**config.mk**
```make
export PLATFORM = sky130hd
export DESIGN_NAME = apb_master_port_flat
export DESIGN_NICKNAME = d
export VERILOG_FILES = /design/src/rtl/apb_master_port_if.sv /design/src/rtl/apb_master_port.sv /design/src/flat_wrapper.sv
export SDC_FILE = /design/constraint.sdc
export NUM_CORES = 1
export LEC_CHECK = 0
export ABC_CLOCK_PERIOD_IN_PS = 1700
export CAP_MARGIN = 40
export CORE_ASPECT_RATIO = 1.25
export CORE_MARGIN = 2
export CORE_UTILIZATION = 38
export CTS_CLUSTER_DIAMETER = 80
export CTS_CLUSTER_SIZE = 28
export DETAILED_ROUTE_END_ITERATION = 7
export PLACE_DENSITY = 0.76
export REMOVE_ABC_BUFFERS = 1
export SYNTH_ARGS = -nofsm -noshare
export SYNTH_HDL_FRONTEND = slang
export SYNTH_SLANG_ARGS = --single-unit
```
**constraint.sdc**
```tcl
create_clock -name clk -period 1.7 [get_ports clk]
set_clock_uncertainty 0.1 [all_clocks]
set_input_delay 0.34 -clock clk [delete_from_list [all_inputs] [get_ports clk]]
set_output_delay 0.34 -clock clk [all_outputs]
set_load 0.005 [all_outputs]
```
**src/rtl/apb_master_port_if.sv**
```systemverilog
// Bundles the CPU request/response handshake and the APB bus signals of apb_master_port.
// The master modport is the requester's view; the slave modport is the CPU/bus-side view.
interface apb_master_port_if #(
  parameter int ERR_CNT_W = 8
);
  logic                 req_valid;
  logic                 req_ready;
  logic                 req_write;
  logic [15:0]          req_addr;
  logic [15:0]          req_wdata;
  logic                 rsp_valid;
  logic [15:0]          rsp_rdata;
  logic                 rsp_err;
  logic [ERR_CNT_W-1:0] err_count;
  logic                 psel;
  logic                 penable;
  logic                 pwrite;
  logic [15:0]          paddr;
  logic [15:0]          pwdata;
  logic [15:0]          prdata;
  logic                 pready;

  modport master (
    input  req_valid, req_write, req_addr, req_wdata, prdata, pready,
    output req_ready, rsp_valid, rsp_rdata, rsp_err, err_count,
           psel, penable, pwrite, paddr, pwdata
  );

  modport slave (
    output req_valid, req_write, req_addr, req_wdata, prdata, pready,
    input  req_ready, rsp_valid, rsp_rdata, rsp_err, err_count,
           psel, penable, pwrite, paddr, pwdata
  );
endinterface

```
**src/rtl/apb_master_port.sv**
```systemverilog
// Single-beat APB requester: CPU load/store -> SETUP/ACCESS, one-cycle response pulse,
// and a bounded ACCESS wait that aborts with an error for regions that never answer.
module apb_master_port #(
  parameter int TIMEOUT_CYCLES = 16,
  parameter int ERR_CNT_W      = 8
) (
  input  logic               clk,
  input  logic               reset,
  apb_master_port_if.master  bus
);

  typedef enum logic [1:0] {IDLE, SETUP, ACCESS} state_t;

  localparam logic [7:0] TIMEOUT_LAST = 8'(TIMEOUT_CYCLES);

  state_t               state, next_state;
  logic                 accept, done_ok, done_to;
  logic [7:0]           wait_cnt;
  logic [7:0]           wait_next;
  logic                 psel_q, penable_q, pwrite_q;
  logic [15:0]          paddr_q, pwdata_q;
  logic                 rsp_valid_q, rsp_err_q;
  logic [15:0]          rsp_rdata_q;
  logic [ERR_CNT_W-1:0] err_cnt_q;

  // NOTE: sequential state uses <= so every register samples pre-edge values.
  always_ff @(posedge clk) begin
    if (reset) state <= IDLE;
    else       state <= next_state;
  end

  assign wait_next = 8'(wait_cnt + 8'd1);

  // NOTE: every output of this block gets a default first, so no path can infer a latch.
  always_comb begin
    next_state = state;
    accept     = 1'b0;
    done_ok    = 1'b0;
    done_to    = 1'b0;
    case (state)
      IDLE: begin
        accept = bus.req_valid && !reset;
        if (accept) next_state = SETUP;
      end
      SETUP: next_state = ACCESS;
      ACCESS: begin
        // A ready slave in the last allowed cycle still completes normally.
        if (bus.pready) begin
          done_ok    = 1'b1;
          next_state = IDLE;
        end else if (wait_next == TIMEOUT_LAST) begin
          done_to    = 1'b1;
          next_state = IDLE;
        end
      end
      default: next_state = IDLE;
    endcase
  end

  always_ff @(posedge clk) begin
    if (reset) begin
      psel_q      <= 1'b0;
      penable_q   <= 1'b0;
      pwrite_q    <= 1'b0;
      paddr_q     <= 16'h0000;
      pwdata_q    <= 16'h0000;
      wait_cnt    <= 8'd0;
      rsp_valid_q <= 1'b0;
      rsp_err_q   <= 1'b0;
      rsp_rdata_q <= 16'h0000;
      err_cnt_q   <= '0;
    end else begin
      // Bus strobes are registered from the next state so they line up with it.
      psel_q      <= (next_state != IDLE);
      penable_q   <= (next_state == ACCESS);
      rsp_valid_q <= done_ok || done_to;
      rsp_err_q   <= done_to;
      if (accept) begin
        pwrite_q <= bus.req_write;
        paddr_q  <= bus.req_addr;
        pwdata_q <= bus.req_wdata;
        wait_cnt <= 8'd0;
      end else if (state == ACCESS && !bus.pready) begin
        wait_cnt <= wait_next;
      end
      if (done_ok)      rsp_rdata_q <= pwrite_q ? 16'h0000 : bus.prdata;
      else if (done_to) rsp_rdata_q <= 16'h0000;
      if (done_to && !(&err_cnt_q)) err_cnt_q <= err_cnt_q + 1'b1;
    end
  end

  assign bus.req_ready = (state == IDLE) && !reset;
  assign bus.psel      = psel_q;
  assign bus.penable   = penable_q;
  assign bus.pwrite    = pwrite_q;
  assign bus.paddr     = paddr_q;
  assign bus.pwdata    = pwdata_q;
  assign bus.rsp_valid = rsp_valid_q;
  assign bus.rsp_err   = rsp_err_q;
  assign bus.rsp_rdata = rsp_rdata_q;
  assign bus.err_count = err_cnt_q;

endmodule

```
**src/flat_wrapper.sv**
```systemverilog
// flat-port wrapper written by rule: the top's interface ports become plain ports
module apb_master_port_flat 
#(
  parameter int TIMEOUT_CYCLES = 16,
  parameter int ERR_CNT_W      = 8
)
  (clk, reset, bus_req_valid, bus_req_write, bus_req_addr, bus_req_wdata, bus_prdata, bus_pready, bus_req_ready, bus_rsp_valid, bus_rsp_rdata, bus_rsp_err, bus_err_count, bus_psel, bus_penable, bus_pwrite, bus_paddr, bus_pwdata);
  apb_master_port_if #(.ERR_CNT_W(ERR_CNT_W)) bus_i ();
  input  logic clk;
  input  logic reset;
  input wire logic [$bits(bus_i.req_valid)-1:0] bus_req_valid;
  input wire logic [$bits(bus_i.req_write)-1:0] bus_req_write;
  input wire logic [$bits(bus_i.req_addr)-1:0] bus_req_addr;
  input wire logic [$bits(bus_i.req_wdata)-1:0] bus_req_wdata;
  input wire logic [$bits(bus_i.prdata)-1:0] bus_prdata;
  input wire logic [$bits(bus_i.pready)-1:0] bus_pready;
  output wire logic [$bits(bus_i.req_ready)-1:0] bus_req_ready;
  output wire logic [$bits(bus_i.rsp_valid)-1:0] bus_rsp_valid;
  output wire logic [$bits(bus_i.rsp_rdata)-1:0] bus_rsp_rdata;
  output wire logic [$bits(bus_i.rsp_err)-1:0] bus_rsp_err;
  output wire logic [$bits(bus_i.err_count)-1:0] bus_err_count;
  output wire logic [$bits(bus_i.psel)-1:0] bus_psel;
  output wire logic [$bits(bus_i.penable)-1:0] bus_penable;
  output wire logic [$bits(bus_i.pwrite)-1:0] bus_pwrite;
  output wire logic [$bits(bus_i.paddr)-1:0] bus_paddr;
  output wire logic [$bits(bus_i.pwdata)-1:0] bus_pwdata;
  assign bus_i.req_valid = bus_req_valid;
  assign bus_i.req_write = bus_req_write;
  assign bus_i.req_addr = bus_req_addr;
  assign bus_i.req_wdata = bus_req_wdata;
  assign bus_i.prdata = bus_prdata;
  assign bus_i.pready = bus_pready;
  assign bus_req_ready = bus_i.req_ready;
  assign bus_rsp_valid = bus_i.rsp_valid;
  assign bus_rsp_rdata = bus_i.rsp_rdata;
  assign bus_rsp_err = bus_i.rsp_err;
  assign bus_err_count = bus_i.err_count;
  assign bus_psel = bus_i.psel;
  assign bus_penable = bus_i.penable;
  assign bus_pwrite = bus_i.pwrite;
  assign bus_paddr = bus_i.paddr;
  assign bus_pwdata = bus_i.pwdata;
  apb_master_port #(.TIMEOUT_CYCLES(TIMEOUT_CYCLES), .ERR_CNT_W(ERR_CNT_W)) u_core (.clk(clk), .reset(reset), .bus(bus_i));
endmodule
```
==> results.txt <==
* First-pass GRT wire length: 12740 um
- Maximum clock frequency: 552.2 MHz
- Antenna-violating nets left: 0
- In this run the mean area of a mapped cell was 8.312 sq um.
* Layout overhead on the synthesized area: 74.20%
* Die area: 0.007803 sq mm
* H-tree depth reported by CTS: 3
- The detailed router placed 2866 vias in this run.
* GRT Resource Usage Total: 20.36%
- The detailed router used layers up to and including met4.
* Cell area after synthesis: 0.002701 sq mm
- In the routed layout, each cell is associated on average with a via count of 5.028.
- Most frequently used flop master after synthesis: sky130_fd_sc_hd__dfxtp_1
* Total power consumption of the routed design: 3.693 mW
- The final layout contains 530 nets.
- Height of the chip: 98.27 um
- Net switching is 22.58% of the power.
- Pin placement for this block handled 115 I/O pins.
- After synthesis, the most frequently instantiated cells are sky130_fd_sc_hd__nand2_1 (90), sky130_fd_sc_hd__dfxtp_1 (71), sky130_fd_sc_hd__a21oi_1 (60).
- Clock tree from TritonCTS: yes
- Counting every instance in the synthesized netlist gives 325.
- The worst setup path is captured at a flip-flop.
- Setup repair after global routing could not meet its margin everywhere.
- Number of antenna violations at the first check in global routing: 0
- In the final routed layout, each cell accounts on average for 14.38 um.
* Layout cell share with drive strength beyond 1: 23.13%
- Along the worst path, the maximum fanout reaches 6.
- The sequential cells in the finished layout cover a total of 0.001455 sq mm.
* Initial standard-cell utilization of the core: 38.96%
- Routed wire length: 8198 um
- After clock tree synthesis, the flow added hold-fix buffers numbering 0.
* Tightest Hold Check Type: flip-flop to flip-flop
- Total length of routed met2 wires: 4151 um
- The worst setup path is launched from a flip-flop.
- Sorting the synthesized cells by area gives the leading types as sky130_fd_sc_hd__dfxtp_1 (53%), sky130_fd_sc_hd__nand2_1 (13%), sky130_fd_sc_hd__a21oi_1 (11%).
- VDD IR-drop max: 0.0006204 V
- Power spread over the standard cell area amounts to 784.7 mW/mm^2.
- 1st-iter DRT viols: 60
* Hold Worst Slack: 354.5 ps
- The checks that failed: setup timing.
- Data on the critical path is required at its endpoint by 1860 ps.
* Placeable Area: 0.006934 sq mm
- Area used by multi-input combinational logic: 0.001395 sq mm
- Tightest Pin Transition: 497.0 ps
- Entering global routing, the biggest net connects 45 pins.
- Internal power comes to 2.859 mW.
- Drt first pass iters: 4
- DRC violation count after routing: 0
- EDFF count, synth: 0
- Total overflow reported by the global router: 0
* Clock share of power: 41.6%
- The floorplan step set the die width to 79.41 um.
* # Max-Cap Violations: 0
- Max Root-Sink Buffers: 2
- Cell with the most instances after synthesis: sky130_fd_sc_hd__nand2_1
* Fraction of synthesized cell area taken by the top area cell type: 52.62%
- OpenSTA, run right after detailed placement, puts the worst setup slack at -364.1 ps.
* Library cells used by synthesis: 34
- For this design the static power due to leakage is 1.748 nW.
* Std cell rows: 34
- The detailed router put a total of 3405 um of wire on met1.
- The analysis attributes to net switching a power of 833.9 uW.
* Share of the yosys chip area belonging to registers: 52.62%
- Flip-flop and latch count after synthesis: 71
* Run status: finished with violations
- Cells fill 67.86% of the core in the end.
- In the finished design, the share of the clock period the worst path needs comes to 106.5%.
- Detail Placement HPWL: 4906 um
- After synthesis, the share of flip-flops with an asynchronous set or reset is 0%.
- The routed design could run at a clock period as short as 1811 ps.
- The clock reaches the later pin of the worst-skew pair after 330 ps.
- Cell accounting for the most synthesized area: sky130_fd_sc_hd__dfxtp_1
- Slew Limit Fails: 0
- In the post-route analysis, the smallest setup slack over all paths is -111.1 ps.
* Number of global-route vias before repair: 2824
* Power share of the sequential group: 47.1%
* Worst max-slew margin expressed relative to the limit: 66.86%
- Number of buffers added by the clock tree synthesis step: 9
- Setup violations remaining at the end of the flow were counted as 8.
- The root buffer cell chosen for the clock tree is sky130_fd_sc_hd__clkbuf_8.
* Fraction of power consumed by combinational cells: 11.3%
- Setup total negative slack: -685.5 ps
- Input and output buffers added on the ports amount to 114.
* Filler cell count: 548
- 0 antenna diodes ended up in the layout.
- Data arrival, critical path: 1970 ps
- Final Hold Violating Endpoints: 0
- For this run, the number of Yosys warnings is 0.
- WS Path Type: flip-flop to flip-flop
* Final weighted congestion of routability-driven global placement: 0.7826
- Clk pin slew, worst setup/hold paths: 80 ps
* Met3 routed wirelength: 513 um
* Clk sinks: 71
## cell type report
cell class,instances,share of cell area [%]
clock buffers,11,3.217
inverters,3,0.2393
clock inverters,5,1.702
multi-input cells,234,29.65
repair buffers,156,31.88
well taps,90,2.393
flip-flops and latches,71,30.92
## through the flow
step	cells	area, sq um
finish	570	4706
global route	570	4706
CTS	563	4499
detailed placement	541	4115
global placement	541	4115
floorplan	306	2621
## power groups by stage
stage	sequential (mW)	combinational [mW]	clock [mW]
after floorplan	1.78	0.0953	0
after global placement	1.78	0.390	0
after detailed placement	1.78	0.394	0
after CTS	1.74	0.406	1.56
after global routing	1.74	0.452	1.65
final	1.74	0.417	1.54
## sequential cells by signal, summed over array words and instances (netlist names), 2 cells and up
| name | flops |
|---|---|
| u_core.bus.err_count | 8 |
| u_core.bus.rsp_rdata | 16 |
| u_core.state | 2 |
| u_core.bus.paddr | 16 |
| u_core.bus.pwdata | 16 |
| u_core.wait_cnt | 8 |
## layer usage
layer,up-vias,GRT usage (%)
met1,1332,22.67
met2,106,36.83
met4,0,8.223
met5,-,0
li1,1414,-
met3,14,4.621
## critical path, cell delays in order, from the launching register on
cell	delay (ps)
sky130_fd_sc_hd__dfxtp_4	400
sky130_fd_sc_hd__ha_4	150
sky130_fd_sc_hd__and4bb_4	270
sky130_fd_sc_hd__nand4_4	130
sky130_fd_sc_hd__or4_1	550
sky130_fd_sc_hd__a21oi_1	130
## timing repair
item	4_1_cts	5_1_grt
cloned	2	2
pin swaps	10	25
setup buffers	4	5
endpoints found under the setup margin	34	29
gates resized for setup	38	57
## placed cells by master, fill, tap and decap left out, types with 3 or more instances in the layout
cell | netlist | final
sky130_fd_sc_hd__dfxtp_1 | 71 | 54
sky130_fd_sc_hd__o21ai_0 | 19 | 3
sky130_fd_sc_hd__dlygate4sd2_1 | 0 | 4
sky130_fd_sc_hd__and3_4 | 1 | 3
sky130_fd_sc_hd__clkdlybuf4s50_1 | 0 | 106
sky130_fd_sc_hd__dfxtp_2 | 0 | 12
sky130_fd_sc_hd__xnor2_1 | 3 | 3
sky130_fd_sc_hd__or4_1 | 4 | 3
sky130_fd_sc_hd__nor2_1 | 10 | 9
sky130_fd_sc_hd__a21oi_1 | 60 | 58
sky130_fd_sc_hd__clkbuf_8 | 0 | 11
sky130_fd_sc_hd__dfxtp_4 | 0 | 5
sky130_fd_sc_hd__nand3_1 | 6 | 5
sky130_fd_sc_hd__o21ai_1 | 0 | 11
sky130_fd_sc_hd__buf_6 | 0 | 9
sky130_fd_sc_hd__xor2_1 | 4 | 4
sky130_fd_sc_hd__buf_4 | 0 | 32
sky130_fd_sc_hd__nand2b_4 | 0 | 3
sky130_fd_sc_hd__o21ai_2 | 1 | 5
sky130_fd_sc_hd__nand2_1 | 90 | 89
sky130_fd_sc_hd__o31ai_1 | 4 | 4
sky130_fd_sc_hd__dlymetal6s2s_1 | 0 | 3
## final timing paths
path | start | end | slack (ps) | cells past startpoint
max reg2reg | u_core.wait_cnt[0]$_SDFFE_PP0P_ | u_core.bus.err_count[3]$_SDFFE_PP0P_ | -110 | 5
min reg2reg | u_core.bus.pwdata[6]$_SDFFE_PP0P_ | u_core.bus.pwdata[6]$_SDFFE_PP0P_ | 350 | 2
min | u_core.bus.pwdata[6]$_SDFFE_PP0P_ | u_core.bus.pwdata[6]$_SDFFE_PP0P_ | 350 | 2
max | u_core.wait_cnt[0]$_SDFFE_PP0P_ | u_core.bus.err_count[3]$_SDFFE_PP0P_ | -110 | 5
## cells by family after synthesis
logic type | count (synthesis) | synth area share (%)
compound gates | 88 | 17.23
xor+xnor | 7 | 2.270
fa+ha+maj | 2 | 0.9262
buf+inv | 22 | 3.381
flops | 71 | 52.62
mux | 1 | 0.8337
simple gates | 134 | 22.74
Note: power is estimated with default switching activity, not from simulation.
